<file path="src/rtl/addrunit_queued.sv">
// Queued address-generation unit. Ops from the reservation station have their
// effective address computed on entry, wait in a small in-order FIFO, and
// leave at the head. Aligned loads go to the load buffer over valid/ready.
// Stores and misaligned loads leave without a handshake. Every op that leaves
// is reported to the ROB with its EA.
module addrunit_queued #(
  parameter int ID_WIDTH    = 32,
  parameter int ADDR_WIDTH  = 32,
  parameter int ROB_WIDTH   = 4,
  parameter int OPC_WIDTH   = 6,
  parameter int DEPTH       = 4,
  parameter bit CHECK_ALIGN = 1'b1
) (
  input  logic                  clk_in,
  input  logic                  rst_in,
  input  logic                  rdy_in,
  input  logic                  rs_agu_valid_in,
  output logic                  rs_agu_ready_out,
  input  logic [ID_WIDTH-1:0]   rs_agu_a_in,
  input  logic [ID_WIDTH-1:0]   rs_agu_vj_in,
  input  logic [ROB_WIDTH-1:0]  rs_agu_dest_in,
  input  logic [OPC_WIDTH-1:0]  rs_agu_opcode_in,
  input  logic                  rs_agu_is_load_in,
  input  logic [1:0]            rs_agu_size_in,
  output logic                  agu_lbuffer_valid_out,
  input  logic                  lbuffer_agu_ready_in,
  output logic [ADDR_WIDTH-1:0] agu_lbuffer_a_out,
  output logic [ROB_WIDTH-1:0]  agu_lbuffer_dest_out,
  output logic [OPC_WIDTH-1:0]  agu_lbuffer_opcode_out,
  input  logic                  rob_agu_rst_in,
  output logic                  agu_rob_en_out,
  output logic [ROB_WIDTH-1:0]  agu_rob_h_out,
  output logic [ADDR_WIDTH-1:0] agu_rob_address_out,
  output logic                  agu_rob_misalign_out
);

  localparam int PTR_W = $clog2(DEPTH);
  localparam int CNT_W = PTR_W + 1;

  typedef struct packed {
    logic [ADDR_WIDTH-1:0] ea;
    logic [ROB_WIDTH-1:0]  dest;
    logic [OPC_WIDTH-1:0]  opcode;
    logic                  is_load;
    logic                  mis;
  } entry_t;

  entry_t             mem [DEPTH];
  entry_t             new_entry;
  entry_t             head;
  logic [PTR_W-1:0]   rd_ptr;
  logic [PTR_W-1:0]   wr_ptr;
  logic [CNT_W-1:0]   count;
  logic [CNT_W-1:0]   count_next;
  logic               full_q;
  logic               ready_int;
  logic               active;
  logic               not_empty;
  logic               enq;
  logic               deq;
  logic               lb_valid;
  logic [ID_WIDTH-1:0] sum;

  // EA and misalignment flag of the incoming op, computed once at entry.
  always_comb begin
    sum              = rs_agu_vj_in + rs_agu_a_in;
    new_entry        = '0;
    new_entry.ea     = sum[ADDR_WIDTH-1:0];
    new_entry.dest   = rs_agu_dest_in;
    new_entry.opcode = rs_agu_opcode_in;
    new_entry.is_load = rs_agu_is_load_in;
    if (CHECK_ALIGN) begin
      if (rs_agu_size_in == 2'd1)
        new_entry.mis = new_entry.ea[0];
      else if (rs_agu_size_in[1])
        new_entry.mis = (new_entry.ea[1:0] != 2'b00);
    end
  end

  // Handshake decisions for this cycle; a flush masks both sides.
  always_comb begin
    head      = mem[rd_ptr];
    active    = rdy_in & ~rob_agu_rst_in;
    not_empty = (count != '0);
    ready_int = rdy_in & ~full_q;
    enq       = rs_agu_valid_in & ready_int & ~rob_agu_rst_in;
    lb_valid  = active & not_empty & head.is_load & ~head.mis;
    deq       = active & not_empty &
                (~head.is_load | head.mis | lbuffer_agu_ready_in);
    count_next = count;
    if (enq && !deq)
      count_next = count + 1'b1;
    else if (!enq && deq)
      count_next = count - 1'b1;
  end

  // Entry storage; contents are don't-care outside the valid window.
  always_ff @(posedge clk_in) begin
    if (enq)
      mem[wr_ptr] <= new_entry;
  end

  // Pointers, occupancy and the registered full flag behind ready.
  always_ff @(posedge clk_in or posedge rst_in) begin
    if (rst_in) begin
      rd_ptr <= '0;
      wr_ptr <= '0;
      count  <= '0;
      full_q <= 1'b0;
    end else if (rdy_in) begin
      if (rob_agu_rst_in) begin
        rd_ptr <= '0;
        wr_ptr <= '0;
        count  <= '0;
        full_q <= 1'b0;
      end else begin
        if (enq)
          wr_ptr <= wr_ptr + 1'b1;
        if (deq)
          rd_ptr <= rd_ptr + 1'b1;
        count  <= count_next;
        full_q <= (count_next == CNT_W'(DEPTH));
      end
    end
  end

  // Output ports; payloads are zeroed whenever their qualifier is low.
  always_comb begin
    rs_agu_ready_out       = ready_int & ~rst_in;
    agu_lbuffer_valid_out  = lb_valid;
    agu_lbuffer_a_out      = lb_valid ? head.ea : '0;
    agu_lbuffer_dest_out   = lb_valid ? head.dest : '0;
    agu_lbuffer_opcode_out = lb_valid ? head.opcode : '0;
    agu_rob_en_out         = deq;
    agu_rob_h_out          = deq ? head.dest : '0;
    agu_rob_address_out    = deq ? head.ea : '0;
    agu_rob_misalign_out   = deq & head.mis;
  end

endmodule

</file>
<file path="config.mk">
export PLATFORM = sky130hd
export DESIGN_NAME = addrunit_queued
export DESIGN_NICKNAME = d
export VERILOG_FILES = /design/src/rtl/addrunit_queued.sv
export SDC_FILE = /design/constraint.sdc
export NUM_CORES = 1
export LEC_CHECK = 0
export ABC_AREA = 1
export ABC_CLOCK_PERIOD_IN_PS = 2900
export BUFFER_PORTS_ARGS = -buffer_cell sky130_fd_sc_hd__clkbuf_2
export CORE_MARGIN = 10
export CORE_UTILIZATION = 51
export DETAILED_ROUTE_END_ITERATION = 7
export PLACE_DENSITY = 0.85
export SYNTH_ARGS = -nofsm -noshare
export SYNTH_HDL_FRONTEND = slang
export SYNTH_SLANG_ARGS = --single-unit
</file>
<file path="constraint.sdc">
create_clock -name clk_in -period 2.9 [get_ports clk_in]
set_input_delay 0.145 -clock clk_in [delete_from_list [all_inputs] [get_ports clk_in]]
set_output_delay 0.145 -clock clk_in [all_outputs]
set_load 0.01 [all_outputs]
</file>
==> flow_metrics.py <==
metrics = {
    "logic_synthesis": {
        "synthDistinctLibCells": 38,
        "synth_mux_area_share_pct": 0,
        "synth-seq-area-share_pct": 58.2,
        "yosysTopAreaCell": "edfxtp_1",
        "synthSimpleGateAreaFrac_pct": 18.5,
        "synth_ff_type": "edfxtp_1",
        "ys_ff_latch": 184,
        "yosysTopAreaCellShare_pct": 56.1,
        "ys_warn_count": 0,
        "synth_xor_area_share_pct": 2.04,
        "synth_compound_area_share_pct": 11.7,
        "synth_fa_ha_area_share_pct": 5.26,
        "synth_edf_count": 176,
        "syn_area_per_cell_um2": 9.92,
        "synth_top_family_by_area": "simple AND/OR/NAND/NOR gates",
        "syn_area_um2": 9420,
        "synth_top_cells_by_area": "edfxtp_1 56%, nand2_1 9.4%, nor2_1 5.7%, ha_1 5.0%, a21oi_1 4.4%",
        "syn_inst": 950,
        "synthesis.nets": 1072,
        "async_reset_ff_share_pct": 4.35,
    },
    "timing": {
        "setup_viol": 0,
        "hold_viol": 0,
        "fin_skew_ns": 0.00784,
        "finalSetupTns_ns": 0,
        "rsz0062_at_grt": "false",
        "max_freq_mhz": 374,
        "slew_headroom_pct": 52.0,
        "fin_crit_sh_pct": 92.2,
        "slew_viol_final": 0,
        "fin_ws_ns": 0.227,
        "fin_crit_ns": 2.67,
        "tightest_slew_ns": 0.720,
    },
    "power": {
        "powerDensity_nw_per_um2": 671,
        "power.internal_w": 0.00509,
        "pwr-share-clk_pct": 30.1,
        "peakVddDrop_mv": 0.330,
        "combPwrFrac_pct": 27.8,
        "power_frac_seq_pct": 42.1,
        "swShare_pct": 32.4,
        "switching_power_w": 0.00244,
        "power_leakage_nw": 4.74,
    },
    "worst_setup_path": {
        "required_ns": 2.76,
        "crit_arrival_ns": 2.53,
        "path_class": "reg2out",
        "start_kind": "flip-flop",
        "crit_fanout": 56,
        "worst_setup_path_end_kind": "output pin",
    },
    "drt": {
        "wl_per_cell_um": 17.1,
        "via_count": 7506,
        "drc_errors": 0,
        "ant_nets": 0,
        "routed_wl_um": 23300,
        "drt_iter0_drc": 629,
        "firstDrtPassIters": 5,
        "via_per_inst": 5.51,
    },
    "clock_tree": {
        "cts_tree": "yes",
        "clk_pin_slew_ns": 0.07,
        "clockRootBuffer": "clkbuf_16",
        "htreeDepth": 4,
        "clkSinkCount": 184,
        "cts_buffers": 17,
        "worstSkewPairLatency_ns": 0.42,
        "clock_path_buffers": 2,
    },
    "final_layout": {
        "area_growth_pct": 19.2,
        "nets": 1242,
        "diodes": 0,
        "fin_area_um2": 11200,
        "fill_cells": 1428,
        "fin_cells": 1362,
        "drive_gt1_share_pct": 19.9,
        "fin_util_pct": 62.1,
    },
    "placed_design": {
        "dp_cells": 1317,
        "placed_cell_area_um2": 10500,
        "dp_hpwl_um": 16500,
        "portBuffers": 164,
        "place_ws_ns": 0.571,
        "gp_congestion": 0.942,
    },
    "global_route": {
        "grt_max_degree": 72,
        "grt_pass1_vias": 7448,
        "antenna_found_initial": 0,
        "grt_pass1_wl_um": 37300,
        "grt_util_all_layers_pct": 19.1,
        "overflow": 0,
    },
    "die": {
        "fp.dieW_um": 156,
        "die_h_um": 156,
        "start_util_pct": 52.1,
        "dieArea_um2": 24300,
        "coreArea_um2": 18100,
        "rows": 49,
        "ios": 165,
    },
    "run": {
        "cap_violations": 0,
    },
    "min_path": {
        "min_path_type": "in2reg",
    },
    "run_status": {
        "outcome": "complete, no violations",
    },
}
==> flip-flops by register name (all words and copies together), names as in the netlist <==
signal  cells
mem       176
count       3
rd_ptr      2
wr_ptr      2
full_q      1
==> critical path, cell delays in order, from the launching register on <==
cell and delay, ns:
dfrtp_1 0.55, inv_4 0.32, buf_4 0.57, a21oi_1 0.12
a32o_1 0.28, nor2_1 0.10, clkbuf_2 0.15
==> repair_timing <==
action	4_1_cts	5_1_grt
gates resized for setup	0	1
setup endpoints to repair	0	1
setup buffers	0	0
hold buffers	13	0
endpoints found under the hold margin	54	0
==> power groups by stage <==
stage	clock [W]	sequential (W)	combinational, W
4_1_cts	0.00230	0.00317	0.00210
5_1_grt	0.00241	0.00318	0.00233
3_5_place_dp	0	0.00323	0.00207
2_1_floorplan	0	0.00318	0.00152
3_3_place_gp	0	0.00322	0.00202
6_report	0.00227	0.00317	0.00209
==> cell type report <==
| type | instances | area [um2] | area share, % |
|---|---|---|---|
| Clock buffer | 17 | 425 | 3.79 |
| Sequential cell | 184 | 5490 | 48.8 |
| Tap cell | 229 | 287 | 2.55 |
| Inverter | 63 | 241 | 2.15 |
| Timing Repair Buffer | 187 | 1070 | 9.50 |
| Multi-Input combinational cell | 667 | 3560 | 31.7 |
| Clock inverter | 15 | 163 | 1.45 |
==> layer usage <==
| metal | GRT usage (%) | up-vias | part of all wire (%) |
|---|---|---|---|
| li1 | - | 3651 | - |
| met1 | 24.3 | 3518 | 42 |
| met2 | 32.0 | 304 | 49 |
| met3 | 4.19 | 33 | 7.5 |
| met4 | 5.62 | 0 | 1.6 |
| met5 | 0 | - | 0 |
==> cells in the final DEF (no fill, tap or decap), types with 2 or more instances in the layout <==
cell type / count
dlygate4sd3_1: 13
xor2_1: 15
inv_6: 7
xnor2_1: 7
nand3_2: 3
nand3_1: 31
inv_1: 57
o21ai_0: 33
o21bai_1: 4
nor4_1: 2
nand2_2: 2
bufinv_16: 2
inv_4: 2
clkbuf_16: 17
clkinv_2: 2
nor3_1: 8
nor2_1: 138
buf_12: 3
edfxtp_1: 176
buf_4: 6
nand4_1: 5
a32o_1: 36
dfrtp_1: 7
a21o_1: 5
clkbuf_2: 164
ha_1: 38
inv_2: 4
a21boi_0: 2
o21ai_1: 4
a21oi_1: 82
nand2_1: 237
nor2_4: 4
==> per-stage QoR <==
step	total power, W	hold slack, ns
finish	0.00753	0.0426
CTS	0.00757	0.0224
global placement	0.00524	0.113
global route	0.00792	0.0548
detailed placement	0.00530	0.116
floorplan	0.00470	-0.0393
==> path summary, 6_finish.rpt <==
| kind | from | cells past startpoint | endpoint | slack (ns) |
|---|---|---|---|---|
| max in group asynchronous | rst_in | 3 | rd_ptr[0]$_DFFE_PP0P_ | 2.41 |
| max | rd_ptr[1]$_DFFE_PP0P_ | 6 | agu_rob_h_out[0] | 0.23 |
| max reg2reg | rd_ptr[1]$_DFFE_PP0P_ | 12 | full_q$_DFFE_PP0P_ | 0.58 |
| min reg2reg | full_q$_DFFE_PP0P_ | 2 | full_q$_DFFE_PP0P_ | 0.53 |
| min in group asynchronous | rst_in | 3 | count[2]$_DFFE_PP0P_ | 0.22 |
| min | rob_agu_rst_in | 4 | rd_ptr[1]$_DFFE_PP0P_ | 0.04 |
==> logic make-up after synthesis <==
kind of cell,Yosys count
and+or+nand+nor,433
DFF,184
AOI/OAI and AO/OA,173
buffers and inverters,99
adders and majority gates,39
xor gates and xnor gates,22
==> Yosys cell counts (7+ instances only) <==
| cell type | number |
|---|---|
| edfxtp_1 | 176 |
| a21oi_1 | 82 |
| nor3_1 | 8 |
| ha_1 | 38 |
| xor2_1 | 15 |
| a32o_1 | 36 |
| xnor2_1 | 7 |
| nand3_1 | 31 |
| inv_1 | 57 |
| o21ai_0 | 33 |
| nand2_1 | 237 |
| buf_2 | 15 |
| dfrtp_1 | 8 |
| clkbuf_1 | 19 |
| nor2_1 | 142 |
No activity file was read; power rests on OpenSTA's default activity.
